<file path="config.mk">
export PLATFORM = sky130hd
export DESIGN_NAME = act_mem_layer_scheduler
export DESIGN_NICKNAME = d
export VERILOG_FILES = /design/src/rtl/act_mem_layer_scheduler.sv
export SDC_FILE = /design/constraint.sdc
export NUM_CORES = 1
export LEC_CHECK = 0
export ABC_AREA = 1
export CAP_MARGIN = 20
export CORE_ASPECT_RATIO = 0.5
export CORE_UTILIZATION = 30
export CTS_CLUSTER_SIZE = 16
export DETAILED_ROUTE_END_ITERATION = 8
export PLACE_DENSITY = 0.53
export SLEW_MARGIN = 20
export SYNTH_ARGS = -nofsm -noshare
export SYNTH_HDL_FRONTEND = slang
export SYNTH_SLANG_ARGS = --single-unit
</file>
<file path="constraint.sdc">
create_clock -name clk -period 3.57 [get_ports clk]
set_input_delay 0.8925 -clock clk [delete_from_list [all_inputs] [get_ports clk]]
set_output_delay 0.8925 -clock clk [all_outputs]
set_load 0.05 [all_outputs]
</file>
<file path="src/rtl/act_mem_layer_scheduler.sv">
// Ping-pong activation memory sequencer: assigns source/destination banks per
// layer, swaps them on layer_done, gates host access and watches each layer.
module act_mem_layer_scheduler #(
  parameter int ADDR_W    = 12,
  parameter int N_DIM_LOG = 4,
  parameter int LAYER_W   = 6,
  parameter int TMO_W     = 20
) (
  input  logic               clk,
  input  logic               reset,
  input  logic               start,
  input  logic               abort,
  input  logic [LAYER_W-1:0] cfg_num_layers,
  input  logic               cfg_first_bank,
  input  logic [ADDR_W-2:0]  cfg_in_base,
  input  logic [ADDR_W-2:0]  cfg_out_base,
  input  logic [TMO_W-1:0]   cfg_timeout,
  input  logic               layer_done,
  output logic               layer_start,
  output logic [ADDR_W-1:0]  input_memory_pointer,
  output logic [ADDR_W-1:0]  output_memory_pointer,
  output logic [LAYER_W-1:0] layer_idx,
  output logic               busy,
  output logic               done,
  output logic               result_bank,
  input  logic               ext_req,
  output logic               ext_gnt,
  output logic               tmo_err,
  output logic               proto_err
);

  localparam logic [2:0] ST_IDLE  = 3'd0;
  localparam logic [2:0] ST_SETUP = 3'd1;
  localparam logic [2:0] ST_RUN   = 3'd2;
  localparam logic [2:0] ST_SWAP  = 3'd3;
  localparam logic [2:0] ST_FIN   = 3'd4;

  // Pointers always address whole rows, so the in-row bits are cleared.
  localparam logic [ADDR_W-2:0] ROW_MASK = ~((ADDR_W-1)'((32'd1 << N_DIM_LOG) - 32'd1));

  logic [2:0]         state_r;
  logic [2:0]         state_nxt_s;
  logic [LAYER_W-1:0] num_layers_r;
  logic               first_bank_r;
  logic [ADDR_W-2:0]  in_base_r;
  logic [ADDR_W-2:0]  out_base_r;
  logic [TMO_W-1:0]   timeout_r;
  logic [TMO_W-1:0]   wdog_r;
  logic               start_ok_s;
  logic               abort_act_s;
  logic               last_layer_s;
  logic               tmo_hit_s;
  logic               tmo_fire_s;
  logic               proto_hit_s;

  assign start_ok_s   = start && !abort && (state_r == ST_IDLE);
  assign abort_act_s  = abort && (state_r != ST_IDLE);
  assign last_layer_s = (layer_idx == (num_layers_r - LAYER_W'(1)));
  assign tmo_hit_s    = (timeout_r != {TMO_W{1'b0}}) && (wdog_r == (timeout_r - TMO_W'(1)));
  assign tmo_fire_s   = (state_r == ST_RUN) && !abort && !layer_done && tmo_hit_s;
  assign proto_hit_s  = layer_done && (state_r != ST_RUN) && !abort_act_s;
  assign ext_gnt      = ext_req && (state_r == ST_IDLE);

  // Next-state selection; abort overrides everything once a run is active.
  always_comb begin
    state_nxt_s = state_r;
    if (abort_act_s) begin
      state_nxt_s = ST_IDLE;
    end else begin
      case (state_r)
        ST_IDLE: begin
          if (start_ok_s) state_nxt_s = ST_SETUP;
          else            state_nxt_s = ST_IDLE;
        end
        ST_SETUP: begin
          if (num_layers_r == {LAYER_W{1'b0}}) state_nxt_s = ST_FIN;
          else                                 state_nxt_s = ST_RUN;
        end
        ST_RUN: begin
          if (layer_done) begin
            if (last_layer_s) state_nxt_s = ST_FIN;
            else              state_nxt_s = ST_SWAP;
          end else if (tmo_hit_s) begin
            state_nxt_s = ST_IDLE;
          end else begin
            state_nxt_s = ST_RUN;
          end
        end
        ST_SWAP: state_nxt_s = ST_RUN;
        ST_FIN:  state_nxt_s = ST_IDLE;
        default: state_nxt_s = ST_IDLE;
      endcase
    end
  end

  // State register and the strobes derived from the upcoming state.
  always_ff @(posedge clk or posedge reset) begin
    if (reset) begin
      state_r     <= ST_IDLE;
      busy        <= 1'b0;
      layer_start <= 1'b0;
      done        <= 1'b0;
      wdog_r      <= {TMO_W{1'b0}};
    end else begin
      state_r     <= state_nxt_s;
      busy        <= (state_nxt_s != ST_IDLE);
      layer_start <= (state_nxt_s == ST_RUN) && (state_r != ST_RUN);
      done        <= (state_nxt_s == ST_FIN);
      wdog_r      <= (state_r == ST_RUN) ? (wdog_r + TMO_W'(1)) : {TMO_W{1'b0}};
    end
  end

  // Run configuration capture and sticky error flags (a set beats the start clear).
  always_ff @(posedge clk or posedge reset) begin
    if (reset) begin
      num_layers_r <= {LAYER_W{1'b0}};
      first_bank_r <= 1'b0;
      in_base_r    <= {(ADDR_W-1){1'b0}};
      out_base_r   <= {(ADDR_W-1){1'b0}};
      timeout_r    <= {TMO_W{1'b0}};
      tmo_err      <= 1'b0;
      proto_err    <= 1'b0;
    end else begin
      if (start_ok_s) begin
        num_layers_r <= cfg_num_layers;
        first_bank_r <= cfg_first_bank;
        in_base_r    <= cfg_in_base;
        out_base_r   <= cfg_out_base;
        timeout_r    <= cfg_timeout;
        tmo_err      <= 1'b0;
        proto_err    <= 1'b0;
      end
      if (tmo_fire_s)  tmo_err   <= 1'b1;
      if (proto_hit_s) proto_err <= 1'b1;
    end
  end

  // Bank pointers, layer index and final bank; all held across abort and timeout.
  always_ff @(posedge clk or posedge reset) begin
    if (reset) begin
      input_memory_pointer  <= {ADDR_W{1'b0}};
      output_memory_pointer <= {ADDR_W{1'b0}};
      layer_idx             <= {LAYER_W{1'b0}};
      result_bank           <= 1'b0;
    end else begin
      case (state_r)
        ST_SETUP: begin
          if (!abort) begin
            input_memory_pointer  <= {first_bank_r, in_base_r & ROW_MASK};
            output_memory_pointer <= {~first_bank_r, out_base_r & ROW_MASK};
            layer_idx             <= {LAYER_W{1'b0}};
            if (num_layers_r == {LAYER_W{1'b0}}) result_bank <= first_bank_r;
          end
        end
        ST_SWAP: begin
          if (!abort) begin
            input_memory_pointer  <= output_memory_pointer;
            output_memory_pointer <= input_memory_pointer;
            layer_idx             <= layer_idx + LAYER_W'(1);
          end
        end
        ST_RUN: begin
          if (!abort && layer_done && last_layer_s) result_bank <= output_memory_pointer[ADDR_W-1];
        end
        default: begin
        end
      endcase
    end
  end

endmodule
</file>
==> results.json <==
{
  "yosysTopAreaCell": "dfrtp_1",
  "syn_inst": 684,
  "worstMarginPinSlew_ns": 0.755,
  "period_needed_ns": 3.17,
  "synth.area.mux_share_pct": 0,
  "endpoint_kind": "output port",
  "fin_total_pwr_uw": 5580,
  "postCtsSetupRepairBufs": 0,
  "fin_nets": 832,
  "critical-path-max-stage-delay_ns": 0.80,
  "syn_area_um2": 5260,
  "ys_warn_count": 0,
  "drive_gt1_share_pct": 6.82,
  "place_area_um2": 6390,
  "crit_family": "buffers and inverters",
  "mostFrequentLayoutCell": "nand2_1",
  "track_usage_pct": 15.9,
  "synth_edf_count": 0,
  "grt_pass1_vias": 4460,
  "synth_area_leaders": "dfrtp_1 (48%), nand2_1 (15%), o21ai_0 (5.9%)",
  "postRouteAntennaNets": 0,
  "synth-seq-cells": 100,
  "synth_top_cell_area_share_pct": 47.6,
  "synthSimpleGateAreaFrac_pct": 30.7,
  "ys_seq_area_share_pct": 47.6,
  "async_flop_share_pct": 100,
  "hpwl_um": 10300,
  "peakVddDrop_mv": 0.349,
  "setup_viol": 0,
  "die_y_um": 95.7,
  "cp.required_ns": 2.68,
  "p_per_area_nw_per_um2": 829,
  "clock_path_buffers": 2,
  "syn_area_per_cell_um2": 7.69,
  "path_cells": "clkdlybuf4s50_1 > inv_1 > nor2_1 > clkdlybuf4s50_1",
  "mostFrequentLayoutCells": "nand2_1 (209), dfrtp_1 (100), clkdlybuf4s50_1 (83), inv_1 (77), nor2_1 (71)",
  "synthXorXnorAreaFrac_pct": 3.76,
  "area_delta_synth_final_pct": 27.9,
  "start_util_pct": 31.4,
  "cts_tree": "yes",
  "synth-compound-area-share_pct": 9.77,
  "h-tree-depth": 3,
  "hold_depth": 2,
  "wire_per_inst_um": 13.6,
  "drtIter0Drc": 222,
  "dieArea_um2": 18100,
  "synth_top_flop_cell": "dfrtp_1",
  "slew_headroom_pct": 49.6,
  "numCtsBuffers": 9,
  "grt_pass1_wl_um": 22500,
  "wl_um": 13700,
  "slew_viol_final": 0,
  "clock_sinks": 100,
  "reg2reg_depth": 13,
  "via_per_inst": 4.55,
  "num_io_pins": 92,
  "antenna_found_initial": 0,
  "overflow": 0,
  "max_freq_ghz": 0.316,
  "maxCapViolations": 0,
  "die_w_um": 189,
  "hold_viol_final": 0,
  "gp_congestion": 0.855,
  "clock_skew_ns": 0.00891,
  "min_period_over_period_pct": 88.7,
  "critPathLaunchType": "input pin",
  "synth_nets": 744,
  "port_buffers": 83,
  "cp_max_fo": 1,
  "synth_top_family_by_area": "simple AND/OR/NAND/NOR gates",
  "dp_slack_ns": 0.402,
  "rsz0062_at_grt": "no",
  "p_leak_uw": 0.00315,
  "ys_types": 36,
  "tns_ns": 0,
  "timing.rr.start": "timeout_r[0]",
  "crit_type": "input pin to output port",
  "ctsResizeCount": 0,
  "clk_latency_ns": 0.34,
  "grt_max_degree": 56,
  "fillCellCount": 1777,
  "crit_slowest_cell": "clkdlybuf4s50_1",
  "hold_path_end": "in_base_r[8]",
  "min-delay-start": "in_base_r[8]",
  "min_path_type": "register to register",
  "timing.final.ws_setup_ns": 0.405,
  "diodes": 0,
  "cts-root-buf": "clkbuf_16",
  "cp.arrival_ns": 2.27,
  "path_clk_slew_ns": 0.07,
  "final_area_um2": 6730,
  "regToRegSetupSlack_ns": 1.25,
  "status": "finished clean",
  "synth_fa_ha_area_share_pct": 1.19,
  "drc": 0,
  "num_rows": 33,
  "path_common_cell": "clkdlybuf4s50_1",
  "crit_buf_inv": 3,
  "drtPass1Iterations": 4,
  "core_area_um2": 16800,
  "dr_total_vias": 4569,
  "cts_hold_buf": 0,
  "reg2reg_to": "busy"
}
-- metrics by stage --
stage	cells	hold WS (ns)	utilization [%]
6_report	1004	0.481	40.1
3_5_place_dp	988	0.467	38.1
3_3_place_gp	988	0.465	38.1
5_1_grt	1004	0.508	40.1
4_1_cts	1004	0.487	40.1
2_1_floorplan	684	0.450	-
-- how the worst max path moves through the flow --
stage,startpoint,endpoint,slack (ns),cells past startpoint
after global routing,ext_req,ext_gnt,0.36,4
after detailed placement,ext_req,ext_gnt,0.40,4
after global placement,ext_req,ext_gnt,0.39,4
final,ext_req,ext_gnt,0.40,4
after CTS,ext_req,ext_gnt,0.40,4
after floorplan,reset,busy,0.06,1
-- cell type report --
| type | instances | area (um2) | area share [%] |
|---|---|---|---|
| clock buffers | 13 | 270 | 4.02 |
| clock inverters | 3 | 67.6 | 1.00 |
| multi-input cells | 487 | 2390 | 35.6 |
| repair buffers | 93 | 906 | 13.5 |
| well taps | 227 | 284 | 4.22 |
| flip-flops and latches | 100 | 2500 | 37.2 |
| inverters | 81 | 307 | 4.56 |
-- synth_stat cells (5+ instances only) --
cell	count
o21ai_0	62
nor3_1	9
xor2_1	7
nand2_1	209
o22ai_1	8
inv_1	78
nand2_2	5
nor2_4	7
dfrtp_1	100
nand3b_1	6
ha_1	5
clkbuf_1	13
nand4_1	5
nor2_1	71
a21oi_1	19
nand3_1	38
xnor2_1	13
-- worst reg2reg max path: stages (launching register included) --
cell	delay (ns)
dfrtp_1	0.40
inv_1	0.20
ha_1	0.33
nand2_2	0.13
nor2_4	0.22
nand4_1	0.12
nand2_1	0.09
nand2_1	0.08
nor3_4	0.18
nand2_1	0.16
nand2_1	0.09
nand2_1	0.06
nand2_2	0.09
nand2_1	0.06
-- registers in the layout, indices dropped and copies added (netlist names) --
| register | flops |
|---|---|
| in_base_r | 7 |
| wdog_r | 20 |
| timeout_r | 20 |
| done | 1 |
| input_memory_pointer | 12 |
| num_layers_r | 6 |
| result_bank | 1 |
| busy | 1 |
| first_bank_r | 1 |
| proto_err | 1 |
| tmo_err | 1 |
| out_base_r | 7 |
| layer_start | 1 |
| layer_idx | 6 |
| output_memory_pointer | 12 |
| state_r | 3 |
-- report_power, final --
group          total (uW)  leakage (uW)  switching [uW]  internal [uW]
combinational        2570       0.00169            1660            914
clock                1090      0.000162             422            673
sequential           1910       0.00130             388           1530
total                5580       0.00315            2470           3110
-- kinds of logic (layout without fill, tap and decap cells) --
| kind of cell | Yosys count | after routing |
|---|---|---|
| compound gates | 97 | 97 |
| xor+xnor | 21 | 21 |
| fa+ha+maj | 5 | 5 |
| buf+inv | 97 | 190 |
| flops | 100 | 100 |
| simple gates | 364 | 364 |
-- metal layers --
layer	wire length (um)	track usage (%)	share of wire [%]
met2	6310	26.2	46
met3	355	2.83	2.6
met5	0	0	0
met4	78	4.37	0.57
met1	6910	21.5	51
(Power assumes the default switching activity.)
